**src/rtl/mem_port_sched_pkg.sv**
```systemverilog
// Shared types and constants for the unified-memory port scheduler.
package mem_port_sched_pkg;

   localparam int unsigned ADDR_W_DEF = 32;
   localparam int unsigned DATA_W_DEF = 32;

   // Scheduler states: idle, or owning the memory on behalf of one requester.
   typedef enum logic [1:0] {
      IDLE     = 2'd0,
      IF_BUSY  = 2'd1,
      MEM_BUSY = 2'd2
   } state_e;

   // Requester identifiers.
   typedef logic req_id_t;
   localparam req_id_t REQ_IF  = 1'b0;
   localparam req_id_t REQ_MEM = 1'b1;

endpackage

```
**src/rtl/mem_port_watchdog.sv**
```systemverilog
// Busy-cycle counter for the scheduler: clears when an access starts,
// counts busy cycles without completion, flags when MAX_WAIT is reached.
module mem_port_watchdog #(
   parameter int unsigned MAX_WAIT = 15
) (
   input  logic clk,
   input  logic rst,
   input  logic clr,
   input  logic en,
   output logic limit_c
);

   localparam int unsigned CNT_W = $clog2(MAX_WAIT + 1);

   logic [CNT_W-1:0] cnt_q, cnt_d;

   assign limit_c = (cnt_q == CNT_W'(MAX_WAIT));

   // Next count: clear wins, otherwise count up and saturate at the limit.
   always_comb begin
      cnt_d = cnt_q;
      if (clr) begin
         cnt_d = '0;
      end else if (en && !limit_c) begin
         cnt_d = cnt_q + CNT_W'(1);
      end
   end

   // Counter register with synchronous active-low reset.
   always_ff @(posedge clk) begin
      if (!rst) begin
         cnt_q <= '0;
      end else begin
         cnt_q <= cnt_d;
      end
   end

endmodule

```
**src/rtl/mem_port_sched.sv**
```systemverilog
// Single-port memory scheduler shared by instruction fetch and load/store.
// Grants one requester at a time, drives a req/ack memory handshake,
// returns read data, raises pipeline stalls and aborts hung accesses.
// Optional macro ARB_RR_EN: round-robin arbitration instead of MEM-over-IF.
module mem_port_sched
   import mem_port_sched_pkg::*;
#(
   parameter int unsigned ADDR_W   = ADDR_W_DEF,
   parameter int unsigned DATA_W   = DATA_W_DEF,
   parameter int unsigned MAX_WAIT = 15
) (
   input  logic              clk,
   input  logic              rst,
   input  logic              if_req,
   input  logic [ADDR_W-1:0] if_addr,
   input  logic              mem_rd,
   input  logic              mem_wr,
   input  logic [ADDR_W-1:0] mem_addr,
   input  logic [DATA_W-1:0] mem_wdata,
   output logic              ram_req,
   output logic              ram_we,
   output logic [ADDR_W-1:0] ram_addr,
   output logic [DATA_W-1:0] ram_wdata,
   input  logic              ram_ack,
   input  logic [DATA_W-1:0] ram_rdata,
   output logic [DATA_W-1:0] if_rdata,
   output logic              if_valid,
   output logic [DATA_W-1:0] mem_rdata,
   output logic              mem_valid,
   output logic              stall_if,
   output logic              stall_mem,
   output logic              err
);

   state_e            state_q, state_d;
   logic              ram_req_q, ram_req_d;
   logic              ram_we_q, ram_we_d;
   logic [ADDR_W-1:0] ram_addr_q, ram_addr_d;
   logic [DATA_W-1:0] ram_wdata_q, ram_wdata_d;
   logic [DATA_W-1:0] if_rdata_q, if_rdata_d;
   logic [DATA_W-1:0] mem_rdata_q, mem_rdata_d;
   logic              if_valid_q, if_valid_d;
   logic              mem_valid_q, mem_valid_d;
   logic              err_q, err_d;

   logic              mem_pend_c;
   logic              can_grant_c;
   logic              pick_mem_c;
   logic              grant_mem_c;
   logic              grant_if_c;
   logic              busy_c;
   logic              done_c;
   logic              abort_c;
   req_id_t           busy_id_c;
   logic [DATA_W-1:0] done_data_c;
   logic              wd_clr_c;
   logic              wd_en_c;
   logic              wd_limit_c;

`ifdef ARB_RR_EN
   req_id_t           last_grant_q, last_grant_d;
`endif

   assign ram_req   = ram_req_q;
   assign ram_we    = ram_we_q;
   assign ram_addr  = ram_addr_q;
   assign ram_wdata = ram_wdata_q;
   assign if_rdata  = if_rdata_q;
   assign if_valid  = if_valid_q;
   assign mem_rdata = mem_rdata_q;
   assign mem_valid = mem_valid_q;
   assign err       = err_q;

   // Stalls are combinational so each pipeline register captures on the
   // edge that ends its completion pulse.
   assign stall_mem = mem_pend_c & ~mem_valid_q;
   assign stall_if  = (if_req & ~if_valid_q) | stall_mem;

   // Arbitration: grants only from IDLE and never while a completion pulse
   // is out, so a request whose stall is releasing is not re-issued.
   always_comb begin
      mem_pend_c  = mem_rd | mem_wr;
      can_grant_c = (state_q == IDLE) && !if_valid_q && !mem_valid_q;
`ifdef ARB_RR_EN
      pick_mem_c  = mem_pend_c && !(if_req && (last_grant_q == REQ_MEM));
`else
      pick_mem_c  = mem_pend_c;
`endif
      grant_mem_c = can_grant_c & pick_mem_c;
      grant_if_c  = can_grant_c & if_req & ~pick_mem_c;
   end

   // Completion decode: ack beats watchdog abort; stores and aborts return 0.
   always_comb begin
      busy_c      = (state_q != IDLE);
      busy_id_c   = (state_q == MEM_BUSY) ? REQ_MEM : REQ_IF;
      done_c      = busy_c & ram_ack;
      abort_c     = busy_c & ~ram_ack & wd_limit_c;
      wd_en_c     = busy_c & ~ram_ack;
      wd_clr_c    = grant_mem_c | grant_if_c;
      done_data_c = ram_rdata;
      if (abort_c || ((busy_id_c == REQ_MEM) && ram_we_q)) begin
         done_data_c = '0;
      end
   end

   // Next-state and registered-output logic.
   always_comb begin
      state_d     = state_q;
      ram_req_d   = ram_req_q;
      ram_we_d    = ram_we_q;
      ram_addr_d  = ram_addr_q;
      ram_wdata_d = ram_wdata_q;
      if_rdata_d  = if_rdata_q;
      mem_rdata_d = mem_rdata_q;
      if_valid_d  = 1'b0;
      mem_valid_d = 1'b0;
      err_d       = err_q;

      case (state_q)
         IDLE: begin
            if (grant_mem_c) begin
               state_d     = MEM_BUSY;
               ram_req_d   = 1'b1;
               ram_we_d    = mem_wr;
               ram_addr_d  = mem_addr;
               ram_wdata_d = mem_wdata;
            end else if (grant_if_c) begin
               state_d     = IF_BUSY;
               ram_req_d   = 1'b1;
               ram_we_d    = 1'b0;
               ram_addr_d  = if_addr;
               ram_wdata_d = '0;
            end
         end
         IF_BUSY, MEM_BUSY: begin
            if (done_c || abort_c) begin
               state_d   = IDLE;
               ram_req_d = 1'b0;
               ram_we_d  = 1'b0;
               err_d     = err_q | abort_c;
               if (busy_id_c == REQ_IF) begin
                  if_valid_d = 1'b1;
                  if_rdata_d = done_data_c;
               end else begin
                  mem_valid_d = 1'b1;
                  mem_rdata_d = done_data_c;
               end
            end
         end
         default: begin
            state_d   = IDLE;
            ram_req_d = 1'b0;
            ram_we_d  = 1'b0;
         end
      endcase
   end

   // State and output registers with synchronous active-low reset.
   always_ff @(posedge clk) begin
      if (!rst) begin
         state_q     <= IDLE;
         ram_req_q   <= 1'b0;
         ram_we_q    <= 1'b0;
         ram_addr_q  <= '0;
         ram_wdata_q <= '0;
         if_rdata_q  <= '0;
         mem_rdata_q <= '0;
         if_valid_q  <= 1'b0;
         mem_valid_q <= 1'b0;
         err_q       <= 1'b0;
      end else begin
         state_q     <= state_d;
         ram_req_q   <= ram_req_d;
         ram_we_q    <= ram_we_d;
         ram_addr_q  <= ram_addr_d;
         ram_wdata_q <= ram_wdata_d;
         if_rdata_q  <= if_rdata_d;
         mem_rdata_q <= mem_rdata_d;
         if_valid_q  <= if_valid_d;
         mem_valid_q <= mem_valid_d;
         err_q       <= err_d;
      end
   end

`ifdef ARB_RR_EN
   // Remember the most recent grant so contention alternates.
   always_comb begin
      last_grant_d = last_grant_q;
      if (grant_mem_c) begin
         last_grant_d = REQ_MEM;
      end else if (grant_if_c) begin
         last_grant_d = REQ_IF;
      end
   end

   // Last-grant register; reset favours IF as the previous winner.
   always_ff @(posedge clk) begin
      if (!rst) begin
         last_grant_q <= REQ_IF;
      end else begin
         last_grant_q <= last_grant_d;
      end
   end
`endif

   // Busy-cycle watchdog.
   mem_port_watchdog #(
      .MAX_WAIT (MAX_WAIT)
   ) u_watchdog (
      .clk     (clk),
      .rst     (rst),
      .clr     (wd_clr_c),
      .en      (wd_en_c),
      .limit_c (wd_limit_c)
   );

endmodule

```
**config.mk**
```make
export PLATFORM = sky130hd
export DESIGN_NAME = mem_port_sched
export DESIGN_NICKNAME = d
export VERILOG_FILES = /design/src/rtl/mem_port_sched_pkg.sv /design/src/rtl/mem_port_watchdog.sv /design/src/rtl/mem_port_sched.sv
export SDC_FILE = /design/constraint.sdc
export NUM_CORES = 1
export LEC_CHECK = 0
export ABC_AREA = 1
export CAP_MARGIN = 0
export CORE_MARGIN = 2
export CORE_UTILIZATION = 40
export CTS_CLUSTER_DIAMETER = 50
export DETAILED_ROUTE_END_ITERATION = 10
export GPL_ROUTABILITY_DRIVEN = 0
export GPL_TIMING_DRIVEN = 0
export PLACE_DENSITY = 0.79
export SETUP_SLACK_MARGIN = 0.3
export SLEW_MARGIN = 20
export SYNTH_ARGS = -nofsm -noshare
export SYNTH_HDL_FRONTEND = slang
export SYNTH_HIERARCHICAL = 1
export SYNTH_SLANG_ARGS = --single-unit
```
**constraint.sdc**
```tcl
create_clock -name clk -period 2.2 [get_ports clk]
set_clock_uncertainty 0.05 [all_clocks]
set_input_delay 0.33 -clock clk [delete_from_list [all_inputs] [get_ports clk]]
set_output_delay 0.33 -clock clk [all_outputs]
set_load 0.01 [all_outputs]
```
==> results.cfg <==
[critical_path]
cpPeakStageDelay_ps = 560
crit_path_end_kind = output port
cp_max_fo = 2
cp.arrival_ps = 1470
path_cells = clkdlybuf4s50_1 > nor2_4 > buf_4 > nor2_2 > clkdlybuf4s15_2
cpMaxStageDelayCell = clkdlybuf4s50_1
critPathLaunchType = input port
path_class = input port to output port
crit_required_ps = 1820

[placed_design]
dp_hpwl_mm = 12.9
place_ws_ps = -292
port_buffers = 268
placedCellCount = 1101
placed_area_um2 = 8250

[floorplan]
rows = 42
ioPinCount = 269
core_area_um2 = 13100
die_area_um2 = 14300
initial_core_util_pct = 40.7
die_y_um = 120
die_w_um = 120

[sta]
min_period_ps = 1850
fmax_mhz = 541
tightest_slew_ps = 582
rsz0062_at_grt = no
layout_setup_ws_ps = 351
setup_violations = 0
hold_viol_final = 0
slew_viol_final = 0
relSlewSlack_pct = 61.2
holdWs_ps = 409
fin_tns_setup_ps = 0
period_share_pct = 84.0

[worst_hold_path]
hold_class = flip-flop to flip-flop

[cells_and_area]
final_cells = 1135
final_cell_mix = clkdlybuf4s50_1, nand2_1, dfxtp_1
fin_area_um2 = 8970
final_common_cell = clkdlybuf4s50_1
area_delta_synth_final_pct = 67.7
antennaDiodeCount = 0
regArea_um2 = 2790
multi_input_area_um2 = 2210
finalNetCount = 1083
fin_util_pct = 68.3
layout-drive-gt1-share_pct = 9.59
fill_cells = 1080

[pwr]
leakage_nw = 3.44
ir_drop_mv = 0.559
power_per_cell_area_nw_per_um2 = 1180
finalPower_mw = 10.6

[clocking]
root_buffer = clkbuf_16
clock_latency_ps = 410
numClockSinks = 139
tritoncts = built
path_clk_slew_ps = 50
h-tree-depth = 4
max-clock-path-buffers = 2
numCtsBuffers = 17

[synth]
yosysSeqAreaShare_pct = 52.0
synthesis.area_um2 = 5350
ys_seq_elements = 139
ys_warn_count = 6
netlist.area_leader.share_pct = 52.0
synth.net_count = 794
yosys.area.top_type = dfxtp_1
synth_area_leaders = dfxtp_1, a21oi_1, nand2_1, o21ai_0, o22ai_1
ys_types = 25
synthCells = 657
postSynthAreaPerCell_um2 = 8.14

[global_routing]
use_met2_pct = 41.0
first_global_vias = 5568
grt_pass1_wl_mm = 28.0
antenna_found_initial = 0
grt_max_degree = 17
met3_usage_pct = 7.98
grtUsageMet1_pct = 29.4
grt_usage_pct = 24.5
busiest_layer = met2
overflow = 0

[route]
postRouteAntennaNets = 0
wl_per_cell_um = 15.6
vias = 5725
drt_iter0_markers = 363
drt_pass1_iterations = 5
via_per_inst = 5.04
drc = 0
drt-total-wl_mm = 17.8

[job]
maxCapViolCount = 0

[outcome]
status = finished, final reports clean
[power by group]
group          leakage (nW)  switching [mW]  internal (mW)
clock                 0.319            1.06           2.13
combinational          1.98            2.08           1.89
sequential             1.14           0.291           3.10
[worst paths after layout]
check / from / to / slack, ps / cells after the start
worst max register to register: state_q[0] / u_watchdog/cnt_q[0] / 440 / 10
worst min-delay path: err / err / 410 / 2
worst max-delay path: mem_wr / stall_mem / 350 / 5
worst min register to register: err / err / 410 / 2
[cells by family (layout without fill, tap and decap cells)]
family / Yosys count / after routing / synth area share, %
fa+ha+maj: 3 / 3 / 0.702
simple gates: 210 / 210 / 17.3
buf+inv: 70 / 372 / 7.04
flops: 139 / 139 / 52.0
compound gates: 235 / 235 / 23.0
[critical path, delay by kind of cell]
| kind | cells | cell delay [ps] |
|---|---|---|
| buffers and inverters | 3 | 970 |
| and+or+nand+nor | 2 | 170 |
[synth_stat cells]
| cell | count |
|---|---|
| nand2_1 | 144 |
| dfxtp_1 | 139 |
| a21oi_1 | 134 |
| o21ai_0 | 67 |
| nand3_1 | 36 |
| o22ai_1 | 33 |
| clkbuf_1 | 18 |
| nor2_1 | 17 |
| buf_2 | 16 |
| buf_4 | 13 |
| inv_1 | 13 |
| buf_6 | 6 |
| inv_2 | 4 |
| ha_1 | 3 |
| nand4_1 | 2 |
| nor2_2 | 2 |
| nor2_4 | 2 |
| a21oi_4 | 1 |
| nand2_2 | 1 |
| nand3_2 | 1 |
| nand3_4 | 1 |
| nand3b_4 | 1 |
| nor2_8 | 1 |
| nor3b_2 | 1 |
| nor4_1 | 1 |
[metal layers]
layer  vias to the layer above  part of all wire [%]  routed length, µm
met5                         -                     0                  0
met4                         0                   2.2                388
met3                        30                   7.9               1410
met2                       216                    48               8510
met1                      2647                    42               7460
li1                       2832                     -                  -
[repair_timing]
item,4_1_cts,5_1_grt
pin swaps,1,0
setup endpoints to repair,2,75
hold buffers,0,0
setup buffers,2,0
resized for setup,6,15
[final cells by class]
cell class / instances / area share (%)
clock buffers: 22 / 5.40
well taps: 176 / 2.45
plain buffers: 53 / 3.64
flip-flops and latches: 139 / 31.0
repair buffers: 270 / 30.0
inverters: 17 / 0.711
clock inverters: 10 / 2.08
multi-input cells: 448 / 24.7
[sequential cells by signal, indices dropped and copies added (netlist names)]
| name | flops |
|---|---|
| ram_wdata | 32 |
| if_rdata | 32 |
| err | 1 |
| ram_we | 1 |
| ram_req | 1 |
| u_watchdog/cnt_q | 4 |
| if_valid | 1 |
| state_q | 2 |
| ram_addr | 32 |
| mem_valid | 1 |
| mem_rdata | 32 |
Note: power is estimated with default switching activity, not from simulation.
